## config.mk

```make
export PLATFORM = sky130hd
export DESIGN_NAME = demux4_router
export DESIGN_NICKNAME = d
export VERILOG_FILES = /design/src/rtl/demux4_router.sv
export SDC_FILE = /design/constraint.sdc
export NUM_CORES = 1
export LEC_CHECK = 0
export BUFFER_PORTS_ARGS = -buffer_cell sky130_fd_sc_hd__buf_2
export CAP_MARGIN = 15
export CORE_MARGIN = 3
export CORE_UTILIZATION = 49
export DETAILED_ROUTE_END_ITERATION = 16
export HOLD_SLACK_MARGIN = 0.08
export PLACE_DENSITY = 0.86
export SYNTH_ARGS = -nofsm -noshare
export SYNTH_HDL_FRONTEND = slang
export SYNTH_SLANG_ARGS = --single-unit
```

## constraint.sdc

```tcl
create_clock -name clk -period 2.29 [get_ports clk]
set_input_delay 0.1145 -clock clk [delete_from_list [all_inputs] [get_ports clk]]
set_output_delay 0.1145 -clock clk [all_outputs]
set_load 0.1 [all_outputs]
```

## src/rtl/demux4_router.sv

```systemverilog
// 1-to-4 demultiplexing router: steers a valid/ready input stream into four
// independent one-entry holding buffers selected by in_sel.
module demux4_router #(
    parameter int unsigned WIDTH = 32,
    parameter int unsigned CNT_W = 16
) (
    input  logic             clk,
    input  logic             rst,
    input  logic             in_valid,
    output logic             in_ready,
    input  logic [WIDTH-1:0] in_data,
    input  logic [1:0]       in_sel,
    output logic [3:0]       out_valid,
    input  logic [3:0]       out_ready,
    output logic [WIDTH-1:0] out_data0,
    output logic [WIDTH-1:0] out_data1,
    output logic [WIDTH-1:0] out_data2,
    output logic [WIDTH-1:0] out_data3,
    output logic [CNT_W-1:0] xfer_count
);

    logic       acc;
    logic [3:0] push;
    logic [3:0] pop;

    // Pass-through ready: a channel draining this cycle can refill in the same cycle.
    always_comb begin
        in_ready = 1'b0;
        acc      = 1'b0;
        push     = 4'b0000;
        pop      = out_valid & out_ready;
        if (rst) begin
            in_ready = ~out_valid[in_sel] | out_ready[in_sel];
        end
        acc = in_valid & in_ready;
        if (acc) begin
            push = 4'(4'b0001 << in_sel);
        end
    end

    always_ff @(posedge clk) begin
        if (!rst) begin
            out_valid  <= 4'b0000;
            out_data0  <= '0;
            out_data1  <= '0;
            out_data2  <= '0;
            out_data3  <= '0;
            xfer_count <= '0;
        end else begin
            out_valid <= (out_valid & ~pop) | push;
            if (push[0]) out_data0 <= in_data;
            if (push[1]) out_data1 <= in_data;
            if (push[2]) out_data2 <= in_data;
            if (push[3]) out_data3 <= in_data;
            if (acc) begin
                xfer_count <= xfer_count + CNT_W'(1);
            end
        end
    end

endmodule

```

==> results of run 1 <==
==> cells by family (layout without fill, tap and decap cells) <==
family	count (synthesis)	in the layout	synth area share [%]
flip-flops	148	148	55.4
adder cells (fa/ha/maj)	1	1	0.234
buffers and inverters	52	284	3.81
AND/OR/NAND/NOR	313	313	24.2
multiplexers	5	6	1.17
AO/OA/AOI/OAI	154	154	15.2
==> cell usage in the layout (no fill, tap or decap), types with 2 or more instances in the layout <==
cell,Yosys,routed
dlygate4sd3_1,0,38
nand2b_1,2,2
o311ai_0,4,4
and4_1,2,2
nand4_1,8,8
nor2_1,5,4
nor2b_1,4,4
nor4_1,4,3
clkinvlp_4,0,4
inv_1,3,3
nand2_1,266,266
buf_4,0,21
clkbuf_8,0,3
clkbuf_1,45,2
or4_1,5,5
o31ai_1,5,5
and2_1,3,3
buf_2,1,188
nand3_1,5,5
o41ai_1,4,4
clkinv_4,0,2
clkbuf_16,0,16
a21oi_1,137,137
dfxtp_1,148,140
mux2i_1,4,4
bufinv_16,0,3
or3_1,4,4
o21ai_0,3,3
dfxtp_2,0,8
==> repair_timing <==
| action | 4_1_cts | 5_1_grt |
|---|---|---|
| buffers inserted | 0 | 3 |
| endpoints found under the hold margin | 146 | 0 |
| hold buffers | 38 | 0 |
| cloned | 1 | 0 |
| resized for setup | 1 | 0 |
| endpoints found under the setup margin | 1 | 1 |
==> final cells by class <==
class,count,share of cell area [%]
Tap cell,136,2.27
Clock buffer,21,5.99
Timing Repair Buffer,248,20.0
Multi-Input combinational cell,474,29.9
Clock inverter,11,2.02
Sequential cell,148,39.6
Inverter,4,0.233
==> worst max-delay path, stage by stage (launching register included) <==
cell,delay [ns]
dfxtp_2,0.31
nor2b_1,0.18
mux4_2,0.61
nor2_4,0.14
buf_4,0.29
==> power breakdown <==
part / switching (mW) / leakage [nW] / internal (mW)
Clock: 1.06 / 0.281 / 1.72
Sequential: 0.0281 / 1.20 / 2.63
Combinational: 0.591 / 1.69 / 0.161
==> metal layers <==
layer  up-vias  GRT usage, %  share of wire, %
met1      2597          31.4                40
met5         -             0                 0
li1       2685             -                 -
met2       238          44.7                49
met4         0          10.2               2.5
met3        36          8.93               7.5
==> cells in the mapped netlist (4+ instances only) <==
cell,n
a21oi_1,137
clkbuf_1,45
dfxtp_1,148
mux2i_1,4
nand2_1,266
nand3_1,5
nand4_1,8
nor2_1,5
nor2b_1,4
nor4_1,4
o311ai_0,4
o31ai_1,5
o41ai_1,4
or3_1,4
or4_1,5
==> worst paths after layout <==
check / end / cells after the start / slack (ns) / start
hold reg to reg: out_data2[14] / 2 / 0.45 / out_data2[14]
setup / recovery: in_ready / 4 / 0.12 / out_valid[1]
setup reg to reg: xfer_count[12] / 5 / 0.21 / out_valid[1]
hold / removal: out_data2[27] / 5 / 0.23 / in_sel[0]
==> flip-flops by register name (all words and copies together), names as in the netlist <==
| register | flops |
|---|---|
| out_data3 | 32 |
| out_valid | 4 |
| out_data0 | 32 |
| out_data1 | 32 |
| out_data2 | 32 |
| xfer_count | 16 |
==> per-stage QoR <==
| step | cell area, um^2 | power (mW) | utilization (%) | setup WS, ns |
|---|---|---|---|---|
| after global placement | 6470 | 3.39 | 61.9 | 0.338 |
| after global routing | 7500 | 6.39 | 71.7 | 0.0489 |
| after CTS | 7480 | 6.22 | 71.5 | 0.0540 |
| final | 7500 | 6.20 | 71.7 | 0.122 |
| after detailed placement | 6470 | 3.40 | 61.9 | 0.297 |
| after floorplan | 5370 | 3.23 | - | 0.0437 |
==> impl_metrics.toml, run 1 <==
[placement]
io_buffers = 189
dpl.hpwl_mm = 10.3
place_congestion = 0.800
placed_cells = 968

[power_and_ir_drop]
peakVddDrop_v = 0.000744
p_leak_nw = 3.18
cellPowerDensity_nw_per_um2 = 825

[clocking]
clock_latency_ns = 0.52
cts_buffers = 17
clock-sinks = 148
htree_num_levels = 4
cts-root-buf = "clkbuf_8"
clkTransAtPathRegs_ns = 0.06
clk_path_buf_depth = 2
cts_tree = "done"

[synthesis]
synth_warnings = 0
synth_edf_count = 0
syn_inst = 673
yosysSeqAreaShare_pct = 55.4
synth.net_count = 715
async_flop_share_pct = 0
synthTopCellsByArea = "dfxtp_1 (55%), nand2_1 (19%), a21oi_1 (13%)"
synth.top_cell.area_share_pct = 55.4
synth_top_area_cell = "dfxtp_1"
avgSynthCellArea_um2 = 7.95
netlist_area_um2 = 5350
synth-main-ff-cell = "dfxtp_1"
yosysUniqueCellTypes = 31
synth-seq-cells = 148

[worst_setup_path]
cp-end-kind = "primary output"
cp.required_ns = 2.18
critPathArrivalTime_ns = 2.05
startpoint_type = "register"
cp_max_fo = 8
worstSetupPathType = "register to primary output"

[finish]
multiInputGateArea_um2 = 2240
fin_cells = 1042
area.sequential_um2 = 2970
fillCellCount = 799
area_delta_synth_final_pct = 40.2
antenna_cells = 0
nets = 935
layout-drive-gt1-share_pct = 28.1

[run]
maxCapViolations = 0

[detailed_routing]
dr_total_vias = 5556
ant_nets = 0
routed_via_density = 5.33
drc = 0
wl_per_cell_um = 15.8
wirelength_mm = 16.4
drtIter0Drc = 496
dr.pass1.iters = 5

[sta]
hold_viol = 0
final-max-slew-violation-count = 0
finalCritPeriodShare_pct = 94.7
slew_headroom_pct = 62.5
period_minus_slack_ns = 2.17
skew_ns = 0.0108
whs_ns = 0.234
setup-violations-final = 0
worstMarginPinSlew_ns = 0.563
tns_ns = 0
max_freq_mhz = 461
rsz0062_at_grt = "no"

[global_routing]
antenna_found_initial = 0
grt_pass1_vias = 5390
grt_pass1_wl_mm = 26.9
grt-ovfl-total = 0
grt_start_max_net_pins = 78
track_usage_pct = 26.6

[floorplan]
ioPinCount = 190
start_util_pct = 51.2
die_y_um = 111
die-area_um2 = 12200
die_x_um = 111
rows = 37
coreArea_um2 = 10500

[worst_hold_path]
hold_class = "input port to register"

[run_status]
outcome = "completed"
No activity file was read; power rests on OpenSTA's default activity.
==> run 2: changes to the inputs <==
--- a/config.mk
+++ b/config.mk
@@ -7,11 +7,11 @@
 export LEC_CHECK = 0
 export BUFFER_PORTS_ARGS = -buffer_cell sky130_fd_sc_hd__buf_2
 export CAP_MARGIN = 15
-export CORE_MARGIN = 3
 export CORE_UTILIZATION = 49
 export DETAILED_ROUTE_END_ITERATION = 16
+export GPL_TIMING_DRIVEN = 0
 export HOLD_SLACK_MARGIN = 0.08
-export PLACE_DENSITY = 0.86
+export PLACE_DENSITY = 0.79
 export SYNTH_ARGS = -nofsm -noshare
 export SYNTH_HDL_FRONTEND = slang
 export SYNTH_SLANG_ARGS = --single-unit
==> run 2 against run 1 <==
Against the previous run:
- core utilization fell by 0.62 points
- critical path type unchanged
- hold slack got worse by 0.080 ns
- critical path depth rose by 1
- sequential share of layout area rose by 0.35 points
==> impl_metrics.toml, run 2 (synthesis gave the netlist of run 1 again) <==
[run_status]
outcome = "completed"

[global_routing]
antenna_found_initial = 0
grt_pass1_wl_mm = 25.6
track_usage_pct = 29.1
grt_pass1_vias = 5169
grt_start_max_net_pins = 20
grt-ovfl-total = 0

[sta]
worstMarginPinSlew_ns = 0.882
hold_viol = 0
setup-violations-final = 0
period_minus_slack_ns = 2.20
final-max-slew-violation-count = 0
rsz0062_at_grt = "no"
max_freq_mhz = 454
skew_ns = 0.00759
setup_ws_ns = 0.0853
slew_headroom_pct = 41.1
tns_ns = 0
finalCritPeriodShare_pct = 96.3

[finish]
fillCellCount = 917
multiInputGateArea_um2 = 2190
area.sequential_um2 = 2970
nets = 961
final_cell_mix = "nand2_1 (266), buf_2 (188), dfxtp_1 (140), a21oi_1 (137), clkbuf_1 (44)"
final_common_cell = "nand2_1"
layout-drive-gt1-share_pct = 25.1
area_delta_synth_final_pct = 39.0
finish.utilization_pct = 71.1
antenna_cells = 0

[worst_setup_path]
reg2reg_to = "out_data3[1]"
cp_cell_sequence = "nor2b_1 -> mux4_2 -> clkbuf_4 -> nor2_4 -> buf_8"
critPathArrivalTime_ns = 2.09
cp-startpoint = "out_valid[1]"
worstSetupPathType = "register to primary output"
cp.required_ns = 2.18
reg2reg_from = "out_valid[3]"
cp_max_fo = 19
endpoint = "in_ready"
critPathSlowestCell = "mux4_2"
startpoint_type = "register"
r2r_cells = 5
critical_path.max_stage_delay_ns = 0.48
cp-end-kind = "primary output"
r2r_slack_ns = 0.30

[run]
maxCapViolations = 0

[worst_hold_path]
hold_class = "input port to register"

[detailed_routing]
wl_per_cell_um = 15.3
dr.pass1.iters = 7
ant_nets = 0
wirelength_mm = 16.3
drtIter0Drc = 283
routed_via_density = 5.23
dr_total_vias = 5582
drc = 0

[floorplan]
ioPinCount = 190
die-area_um2 = 11300
die_y_um = 107
die_x_um = 107
coreArea_um2 = 10500
rows = 37
start_util_pct = 51.2

[clocking]
post_cts_buffers = 0
htree_num_levels = 4
cts_tree = "done"
clkTransAtPathRegs_ns = 0.07
clock-sinks = 148
cts-root-buf = "clkbuf_8"
clock_latency_ns = 0.52
cts_buffers = 17
clk_path_buf_depth = 2

[power_and_ir_drop]
peakVddDrop_v = 0.000526
cellPowerDensity_nw_per_um2 = 807
p_leak_nw = 3.10

[placement]
place_congestion = 0.816
dpl.hpwl_mm = 11.2
io_buffers = 188
pre_cts_slack_ns = 0.180
[run 2: cell count changes in the layout (fill, tap and decap cells not counted), moves of 3 or more]
cell and delta:
inv_6 +5, bufinv_16 -3, clkbuf_1 +42, buf_4 -21
[run 2: layer usage]
metal | wire [um] | part of all wire (%) | GRT usage [%]
met5 | 0 | 0 | 0
met4 | 164 | 1.0 | 7.93
met3 | 1360 | 8.3 | 8.89
met2 | 7760 | 48 | 48.1
met1 | 7030 | 43 | 36.9
[run 2: cell type report]
class	count	share of cell area, %
timing repair buffer	228	18.1
tap	136	2.29
inverter	4	0.202
clock inverter	13	1.51
multi-input combinational	473	29.5
sequential	148	40.0
clock buffer	19	5.94
buffer	47	2.52
[run 2: worst min path at each step]
| stage | startpoint | endpoint | slack (ns) | cells after the start |
|---|---|---|---|---|
| final | rst | out_data1[0] | 0.15 | 5 |
| after global routing | rst | xfer_count[14] | 0.19 | 4 |
| after CTS | rst | xfer_count[10] | 0.14 | 4 |
| after detailed placement | in_data[11] | out_data0[11] | 0.40 | 3 |
| after global placement | in_data[11] | out_data3[11] | 0.39 | 3 |
| after floorplan | in_data[15] | out_data0[15] | 0.25 | 2 |
[run 2: per-stage QoR]
step | total power, mW | instances | hold slack [ns] | cell area [um^2]
after CTS | 6.03 | 1068 | 0.141 | 7430
after floorplan | 3.23 | 673 | 0.251 | 5370
after detailed placement | 3.41 | 998 | 0.396 | 6490
after global placement | 3.40 | 997 | 0.389 | 6480
final | 6.01 | 1068 | 0.154 | 7440
after global routing | 6.19 | 1068 | 0.194 | 7440
[run 2: timing repair]
item | in CTS | in global routing
endpoints found under the hold margin | 133 | 0
setup endpoints to repair | 1 | 1
hold buffers | 39 | 0
gates resized for setup | 2 | 2
[run 2: critical path, delay by kind of cell, from the launching register on]
| family | cells | cell delay, ns |
|---|---|---|
| buffers and inverters | 2 | 0.45 |
| flip-flops | 1 | 0.32 |
| multiplexers | 1 | 0.48 |
| AND/OR/NAND/NOR | 2 | 0.31 |
[run 2: power breakdown]
part	total (mW)	switching (mW)	leakage (nW)	internal, mW
clock	2.60	1.17	0.265	1.42
sequential	2.65	0.0284	1.20	2.63
combinational	0.755	0.596	1.63	0.159
